[src/rtl/hc595_chain_ctrl.sv]
// hc595_chain_ctrl: serial driver for a daisy-chain of 74HC595 shift registers.
// Accepts a CHAIN_BITS frame over valid/ready into a 1-deep pending buffer,
// shifts it out on ds/shcp (CLK_DIV cycles per bit slot), then pulses stcp.
// Optional auto-refresh resends the last frame when nothing is pending.
//
// Ports:
//   sys_clk, sys_rst_n        clock, asynchronous active-low reset
//   din, din_valid, din_ready frame input handshake (din_ready = pending empty)
//   auto_refresh              repeat current frame when nothing is pending
//   oe_en                     output-enable request
//   stcp, shcp, ds            595 latch clock, shift clock, serial data
//   oe                        active-low 595 output enable
//   busy                      frame in progress (shift or latch)
//   frame_done                one-cycle pulse after each latch completes
module hc595_chain_ctrl #(
  parameter int unsigned CHAIN_BITS = 14,
  parameter int unsigned CLK_DIV    = 4,
  parameter bit          MSB_FIRST  = 1'b0
) (
  input  logic                  sys_clk,
  input  logic                  sys_rst_n,
  input  logic [CHAIN_BITS-1:0] din,
  input  logic                  din_valid,
  output logic                  din_ready,
  input  logic                  auto_refresh,
  input  logic                  oe_en,
  output logic                  stcp,
  output logic                  shcp,
  output logic                  ds,
  output logic                  oe,
  output logic                  busy,
  output logic                  frame_done
);

  localparam int unsigned SLOT_W = $clog2(CHAIN_BITS + 1);
  localparam int unsigned PH_W   = $clog2(CLK_DIV);

  localparam logic [PH_W-1:0]   PH_LAST    = PH_W'(CLK_DIV - 1);
  localparam logic [PH_W-1:0]   PH_HALF    = PH_W'(CLK_DIV / 2);
  localparam logic [SLOT_W-1:0] SLOT_LASTB = SLOT_W'(CHAIN_BITS - 1);
  localparam logic [SLOT_W-1:0] SLOT_LATCH = SLOT_W'(CHAIN_BITS);

  typedef enum logic [1:0] {
    ST_IDLE  = 2'd0,
    ST_SHIFT = 2'd1,
    ST_LATCH = 2'd2
  } state_t;

  state_t                state;
  logic [SLOT_W-1:0]     slot_cnt;
  logic [PH_W-1:0]       phase_cnt;
  logic [CHAIN_BITS-1:0] shadow;
  logic [CHAIN_BITS-1:0] pend;
  logic                  pend_valid;
  logic                  latched_once;

  state_t                nxt_state;
  logic [SLOT_W-1:0]     nxt_slot;
  logic [PH_W-1:0]       nxt_phase;
  logic [CHAIN_BITS-1:0] nxt_shadow;
  logic                  nxt_pend_valid;
  logic                  load_pend;
  logic                  frame_end;
  logic                  accept;
  logic [SLOT_W-1:0]     bit_idx;
  logic                  nxt_ds;

  assign accept = din_valid & din_ready;

  // Next-state / counter logic; outputs are registered from these next values
  // so every pin reflects the slot/phase of the cycle it is driven in.
  always_comb begin
    nxt_state  = state;
    nxt_slot   = slot_cnt;
    nxt_phase  = phase_cnt;
    load_pend  = 1'b0;
    frame_end  = 1'b0;
    unique case (state)
      ST_IDLE: begin
        if (pend_valid) begin
          load_pend = 1'b1;
          nxt_state = ST_SHIFT;
          nxt_slot  = '0;
          nxt_phase = '0;
        end
      end
      ST_SHIFT: begin
        if (phase_cnt == PH_LAST) begin
          nxt_phase = '0;
          if (slot_cnt == SLOT_LASTB) begin
            nxt_state = ST_LATCH;
            nxt_slot  = SLOT_LATCH;
          end else begin
            nxt_slot = slot_cnt + SLOT_W'(1);
          end
        end else begin
          nxt_phase = phase_cnt + PH_W'(1);
        end
      end
      ST_LATCH: begin
        if (phase_cnt == PH_LAST) begin
          frame_end = 1'b1;
          nxt_phase = '0;
          nxt_slot  = '0;
          if (pend_valid) begin
            load_pend = 1'b1;
            nxt_state = ST_SHIFT;
          end else if (auto_refresh) begin
            nxt_state = ST_SHIFT;
          end else begin
            nxt_state = ST_IDLE;
          end
        end else begin
          nxt_phase = phase_cnt + PH_W'(1);
        end
      end
      default: begin
        nxt_state = ST_IDLE;
        nxt_slot  = '0;
        nxt_phase = '0;
      end
    endcase
  end

  // Pending buffer empties on load; accept only possible while it is empty.
  assign nxt_pend_valid = accept | (pend_valid & ~load_pend);
  assign nxt_shadow     = load_pend ? pend : shadow;

  // Bit selected for the upcoming slot (index unused outside shift slots).
  assign bit_idx = MSB_FIRST ? (SLOT_LASTB - nxt_slot) : nxt_slot;
  assign nxt_ds  = |(nxt_shadow & (CHAIN_BITS'(1) << bit_idx));

  // State, storage and registered pin outputs.
  always_ff @(posedge sys_clk or negedge sys_rst_n) begin
    if (!sys_rst_n) begin
      state        <= ST_IDLE;
      slot_cnt     <= '0;
      phase_cnt    <= '0;
      shadow       <= '0;
      pend         <= '0;
      pend_valid   <= 1'b0;
      latched_once <= 1'b0;
      din_ready    <= 1'b1;
      stcp         <= 1'b0;
      shcp         <= 1'b0;
      ds           <= 1'b0;
      oe           <= 1'b1;
      busy         <= 1'b0;
      frame_done   <= 1'b0;
    end else begin
      state      <= nxt_state;
      slot_cnt   <= nxt_slot;
      phase_cnt  <= nxt_phase;
      shadow     <= nxt_shadow;
      pend_valid <= nxt_pend_valid;
      if (accept) begin
        pend <= din;
      end
      if (frame_end) begin
        latched_once <= 1'b1;
      end
      din_ready  <= ~nxt_pend_valid;
      shcp       <= (nxt_state == ST_SHIFT) && (nxt_phase >= PH_HALF);
      stcp       <= (nxt_state == ST_LATCH) && (nxt_phase >= PH_HALF);
      if (nxt_state == ST_SHIFT) begin
        ds <= nxt_ds;
      end
      busy       <= (nxt_state != ST_IDLE);
      frame_done <= frame_end;
      // Blank until a full frame has been latched, so garbage never shows.
      oe         <= ~(oe_en & latched_once);
    end
  end

endmodule

[config.mk]
export PLATFORM = sky130hd
export DESIGN_NAME = hc595_chain_ctrl
export DESIGN_NICKNAME = d
export VERILOG_FILES = /design/src/rtl/hc595_chain_ctrl.sv
export SDC_FILE = /design/constraint.sdc
export NUM_CORES = 1
export LEC_CHECK = 0
export ABC_AREA = 1
export CORE_UTILIZATION = 58
export CTS_BUF_LIST = sky130_fd_sc_hd__clkbuf_8
export DETAILED_ROUTE_END_ITERATION = 10
export PLACE_DENSITY = 0.83
export SLEW_MARGIN = 0
export SYNTH_ARGS = -nofsm -noshare
export SYNTH_HDL_FRONTEND = slang
export SYNTH_SLANG_ARGS = --single-unit
[constraint.sdc]
create_clock -name sys_clk -period 2.1 [get_ports sys_clk]
set_input_delay 0.315 -clock sys_clk [delete_from_list [all_inputs] [get_ports sys_clk]]
set_output_delay 0.315 -clock sys_clk [all_outputs]
set_load 0.05 [all_outputs]
# Yosys cells after proc, flatten, opt, wreduce, memory -nomap -nowiden

Cells that the tools add are included.

Bitwise logic cells: 8
Reduce and logical (&&, ||, !) cells: 6
Equality and inequality tests: 6
Shift operators: 1
Magnitude comparators: 1
$add $sub $neg: 2
Mux-type cells: 21

Operators with widths:

| cell                                                               | count |
|---|---|
| 4-bit 2-to-1 mux                                                   | 4 |
| 14-bit AND                                                         | 1 |
| 14-bit 2-to-1 mux                                                  | 1 |
| 14-bit OR reduction                                                | 1 |
| 1-bit by 4-bit << shifter with 14-bit output, first input constant | 1 |
| 2-bit 2-to-1 mux                                                   | 6 |
| 4-bit one-hot mux with 3 select lines                              | 1 |
| 2-bit == test, second input constant                               | 3 |
| 1-bit 2-to-1 mux                                                   | 6 |
| 2-bit one-hot mux with 3 select lines                              | 1 |
| 4-bit by 1-bit adder with 4-bit output, second input constant      | 1 |
| 2-bit by 1-bit == test with 1-bit output, second input constant    | 2 |
| 4-bit == test, second input constant                               | 1 |
| 2-bit one-hot mux with 2 select lines                              | 1 |
| 1-bit AND                                                          | 3 |
| 1-bit NOT                                                          | 3 |
| 2-bit by 1-bit adder with 2-bit output, second input constant      | 1 |
| 2-bit >= comparator, second input constant                         | 1 |
| 1-bit logical AND                                                  | 2 |
| 2-bit zero test                                                    | 1 |
| 1-bit one-hot mux with 2 select lines                              | 1 |
| 2-bit nonzero test                                                 | 1 |
| 2-bit OR reduction                                                 | 1 |
| 1-bit OR                                                           | 1 |

Register bits: 45
Input port bits: 19

# Logic depth before layout (Yosys ltp)

Gate-level depths: netlist of run 1.

Depth in word-level cells: 7
Gate-level depth with buffers: 16

# Worst setup path before layout of run 1

No wires, ideal clock.

Kind: register -> register
From: reg phase_cnt[0]
To: reg ds
Data arrival time: 1.626 ns
Cell stages (with the launch flop): 13
Slack: 0.356 ns
Period minus slack after synthesis: 1.744 ns
Data required time: 1.982 ns
Path through: dfrtp_1 -> ha_1 -> nand2_2 -> nand2_2 -> nand2_4 -> inv_6 -> or2_2 -> o21ai_1 -> nor2_1 -> nor2_1 -> nand3_1 -> nand3_1 -> nand2_1

Longest elaborated chain between the ends: 6

RTL lines:

| element                                                                                        | line     | text |
|---|---|---|
| start: declaration                                                                             | 51       | `logic [PH_W-1:0] phase_cnt;` |
| start signal: assignment                                                                       | 153      | `phase_cnt <= nxt_phase;` |
| 2-bit == test (*)                                                                              | 88, 101  |  |
| 4-bit 2-to-1 mux (tied with other cells)                                                       | 101      | `if (phase_cnt == PH_LAST) begin` |
| 4-bit one-hot mux with 3 select lines or 1-bit one-hot mux with 2 select lines (tied branches) | 78       | `unique case (state)` |
| 1-bit by 4-bit << shifter with 14-bit output or 14-bit 2-to-1 mux (tied branches)              | 131, 127 |  |
| 14-bit AND                                                                                     | 131      | `assign nxt_ds = \|(nxt_shadow & (CHAIN_BITS'(1) << bit_idx));` |
| 14-bit OR reduction                                                                            | 131      |  |
| end signal: assignment                                                                         | 166      | `ds <= nxt_ds;` |
| end: declaration                                                                               | 29       | `output logic ds,` |

Every way passes the cells marked *; elsewhere a longest branch is shown, timed or not.
A chain may end at the register's enable or synchronous reset.

# Worst setup path after layout of run 1

From: reg state[1]
To: reg ds

Longest elaborated chain between the ends: 5

RTL lines:

| element                                                                                        | line     | text |
|---|---|---|
| start: declaration                                                                             | 49       | `state_t state;` |
| start signal: assignment                                                                       | 151      | `state <= nxt_state;` |
| 2-bit == test (tied with other cells)                                                          | 78       |  |
| 4-bit one-hot mux with 3 select lines or 1-bit one-hot mux with 2 select lines (tied branches) | 78       |  |
| 1-bit by 4-bit << shifter with 14-bit output or 14-bit 2-to-1 mux (tied branches)              | 131, 127 |  |
| 14-bit AND                                                                                     | 131      |  |
| 14-bit OR reduction                                                                            | 131      |  |

Parallel ways exist; a longest one is shown, timed or not.

==> results of run 1 <==
==> cell type report <==
| cell class | count | area [µm²] | area share [%] |
|---|---|---|---|
| tap | 48 | 60.1 | 2.27 |
| sequential | 45 | 1130 | 42.7 |
| clock inverter | 3 | 13.8 | 0.521 |
| inverter | 29 | 140 | 5.31 |
| clock buffer | 5 | 68.8 | 2.61 |
| timing repair buffer | 31 | 290 | 11.0 |
| multi-input combinational | 156 | 938 | 35.5 |
==> cell usage in the layout (no fill, tap or decap), types with 5 or more instances in the layout <==
cell type	instances
inv_1	25
nand2_4	7
clkbuf_8	5
buf_4	6
nor2_1	12
mux2_2	14
dfrtp_1	43
clkdlybuf4s50_1	24
nand3_1	16
nand2_1	68
==> state kept, by name, summed over array words and instances (netlist names) <==
register / count
pend: 14
shadow: 14
slot_cnt: 4
phase_cnt: 2
state: 2
busy: 1
din_ready: 1
ds: 1
frame_done: 1
latched_once: 1
oe: 1
pend_valid: 1
shcp: 1
stcp: 1
==> routing by layer <==
layer	global-route usage, %	vias up	share of wire [%]
li1	-	810	-
met1	27.5	781	45
met2	35.1	41	49
met3	5.54	10	4.3
met4	11.4	0	2.3
met5	0	-	0
==> power groups by stage <==
| stage | Sequential, µW | Combinational (µW) | Clock, µW |
|---|---|---|---|
| floorplan | 1030 | 95.2 | 0 |
| global placement | 1040 | 161 | 0 |
| detailed placement | 1040 | 167 | 0 |
| CTS | 1020 | 166 | 521 |
| global route | 1040 | 180 | 546 |
| finish | 1030 | 163 | 505 |
==> worst min path at each step <==
stage | from | endpoint | slack [ps]
2_1_floorplan | sys_rst_n | busy | 20
3_3_place_gp | latched_once | oe | 380
3_5_place_dp | latched_once | oe | 380
4_1_cts | sys_rst_n | shadow[7] | 110
5_1_grt | sys_rst_n | shadow[7] | 140
6_report | sys_rst_n | phase_cnt[0] | 80
==> kinds of logic (layout without fill, tap and decap cells) <==
| logic type | count (synthesis) | count (layout) | share of synthesized area [%] |
|---|---|---|---|
| DFF | 45 | 45 | 50.9 |
| buffers and inverters | 32 | 68 | 7.90 |
| and+or+nand+nor | 120 | 120 | 25.7 |
| adders and majority gates | 7 | 7 | 3.95 |
| muxes | 14 | 14 | 7.11 |
| AOI/OAI and AO/OA | 15 | 15 | 4.46 |
==> what timing repair did <==
item	CTS	global route
setup endpoints to repair	0	1
setup buffers	0	3
hold endpoints to repair	0	0
resized for setup	0	9
==> stage by stage <==
stage / utilization (%) / cell area [µm²] / worst slack, ps
floorplan: - / 2220 / 356
CTS: 70.8 / 2590 / 67.8
global route: 72.1 / 2640 / 3.17
finish: 72.1 / 2640 / 148
global placement: 68.6 / 2510 / 91.0
detailed placement: 68.6 / 2510 / 89.7
==> results.md, run 1 <==
- WL per Instance: 12.5 µm
- DR vias: 1642
- Hold WC Path Type: input pin to async pin
- H-tree levels: 2
- # setup viols final: 0
- FILL cells: 295
- Layout cell share with drive strength beyond 1: 21.9%
- Top cells by count, synth: nand2_1 (68), dfrtp_1 (43), inv_1 (25), nand3_1 (16), mux2_2 (14)
- Num ports: 26
- Synthesized instance count: 233
- Worst Setup SP: state[1]
- Iteration-0 DRC Markers: 110
- Max-Cap Viols: 0
- Worst path top cell family by delay: simple AND/OR/NAND/NOR gates
- Combinational Power Share: 9.6%
- CTS tree: yes
- Crit path kind: flop to flop
- Final cell count without fillers: 317
- Initial antenna violation count: 0
- Largest stage delay on the critical path: 390 ps
- Clk sinks: 45
- CP max FO: 15
- Root buf cell: clkbuf_8
- Syn Std Cell Area: 2220 µm²
- Part of the power in registers: 60.6%
- Peak supply drop: 0.576 mV
- CTS Hold Buffers Added: 0
- Cell count after placement: 306
- Initial Utilization: 60.6%
- Sw frac: 23.1%
- Worst reg2reg startpoint: state[1]
- Switching Power: 391 µW
- Antenna Nets Post-Route: 0
- F_max: 512 MHz
- Worst-case reg-to-reg path depth: 13
- Power Internal: 1300 µW
- Synth Net Count: 259
- CP cell instances: inv_1 > ha_1 > inv_2 > nand2_2 > nand2_4 > inv_6 > or2_2 > o21ai_1 > nor2_1 > nor2_1 > nand2_1 > nand3_1 > nand2_1
- Count of buffers from port buffering: 25
- PwrDens: 641 nW/µm²
- Seq/Total Area, Yosys: 50.9%
- DRC errors left: 0
- Fin. max-slew vios: 0
- Core area: 3660 µm²
- Worst skew pair latency: 300 ps
- Mapped Avg Cell Area: 9.52 µm²
- Top cells by area, synth: dfrtp_1 (49%), nand2_1 (12%), mux2_2 (7.1%), inv_1 (4.2%), ha_1 (3.9%)
- Global route overflow: 0
- Worst slew pin tran: 556 ps
- Total power: 1690 µW
- Worst Setup End Kind: flop
- Min cycle time layout: 1950 ps
- Vias in the first global route: 1643
- Via-per-instance ratio: 5.18
- Lkg Pwr: 0.00139 µW
- Synthesis Warnings: 0
- CP Data Arrival Time: 2150 ps
- Ant. Diodes: 0
- Ys flop type: dfrtp_1
- Area grow syn2layout: 19.0%
- Reg2reg setup slack: 150 ps
- Nets: 294
- CP Buf/Inv Count: 3
- CP Data Required Time: 2300 ps
- Worst Setup EP: ds
- Setup TNS: 0 ps
- Post-synth top area cell: dfrtp_1
- Rows: 22
- Total GRT Usage: 22.0%
- Overall routed net length: 3970 µm
- Clock power frac: 29.8%
- Drt pass-1 iters: 4
- CP Depth: 13
- Clock transition at path regs: 80 ps
- Post-DP HPWL: 2870 µm
- Count of cell types in the netlist: 30
- Reg-to-reg endpoint: ds
- Flop and latch count out of synthesis: 45
- Worst hold slack: 84.8 ps
- Die Y: 63.8 µm
- Status: finished clean
- Number of flops mapped to enable cells by yosys: 0
- Die Span X: 63.8 µm
- First-pass GRT wire length: 6870 µm
- Die Area: 4080 µm²
- Clk buf depth: 2
- Period utilization: 92.9%
- Final hold vios: 0
- Routability Congestion: 0.904
- Most frequent cell after synthesis: nand2_1
- Setup crit start kind: flop
- Share of flip-flops with an asynchronous set or reset: 100%
- Clock buffer count from CTS: 5
- Largest net degree at the start of global routing: 46
- Slowest CP cell: dfrtp_1
- Unrepaired setup endpoints after global routing: false
- Slew HR: 63.0%
- Share of the synthesized area in the top cell type: 48.5%
- Skew final: 3.32 ps
(Power assumes the default switching activity.)
==> run 2: changes to the inputs <==
Settings changed: CTS_CLUSTER_DIAMETER from default to 80, SLEW_MARGIN 0 to default.
==> results of run 2 <==
Final layout, timing and power as in run 1 (identical DEF).
==> run 3: changes to the inputs <==
Settings changed: CAP_MARGIN from default to 20.
==> results of run 3 <==
Final layout, timing and power as in run 1 (identical DEF).
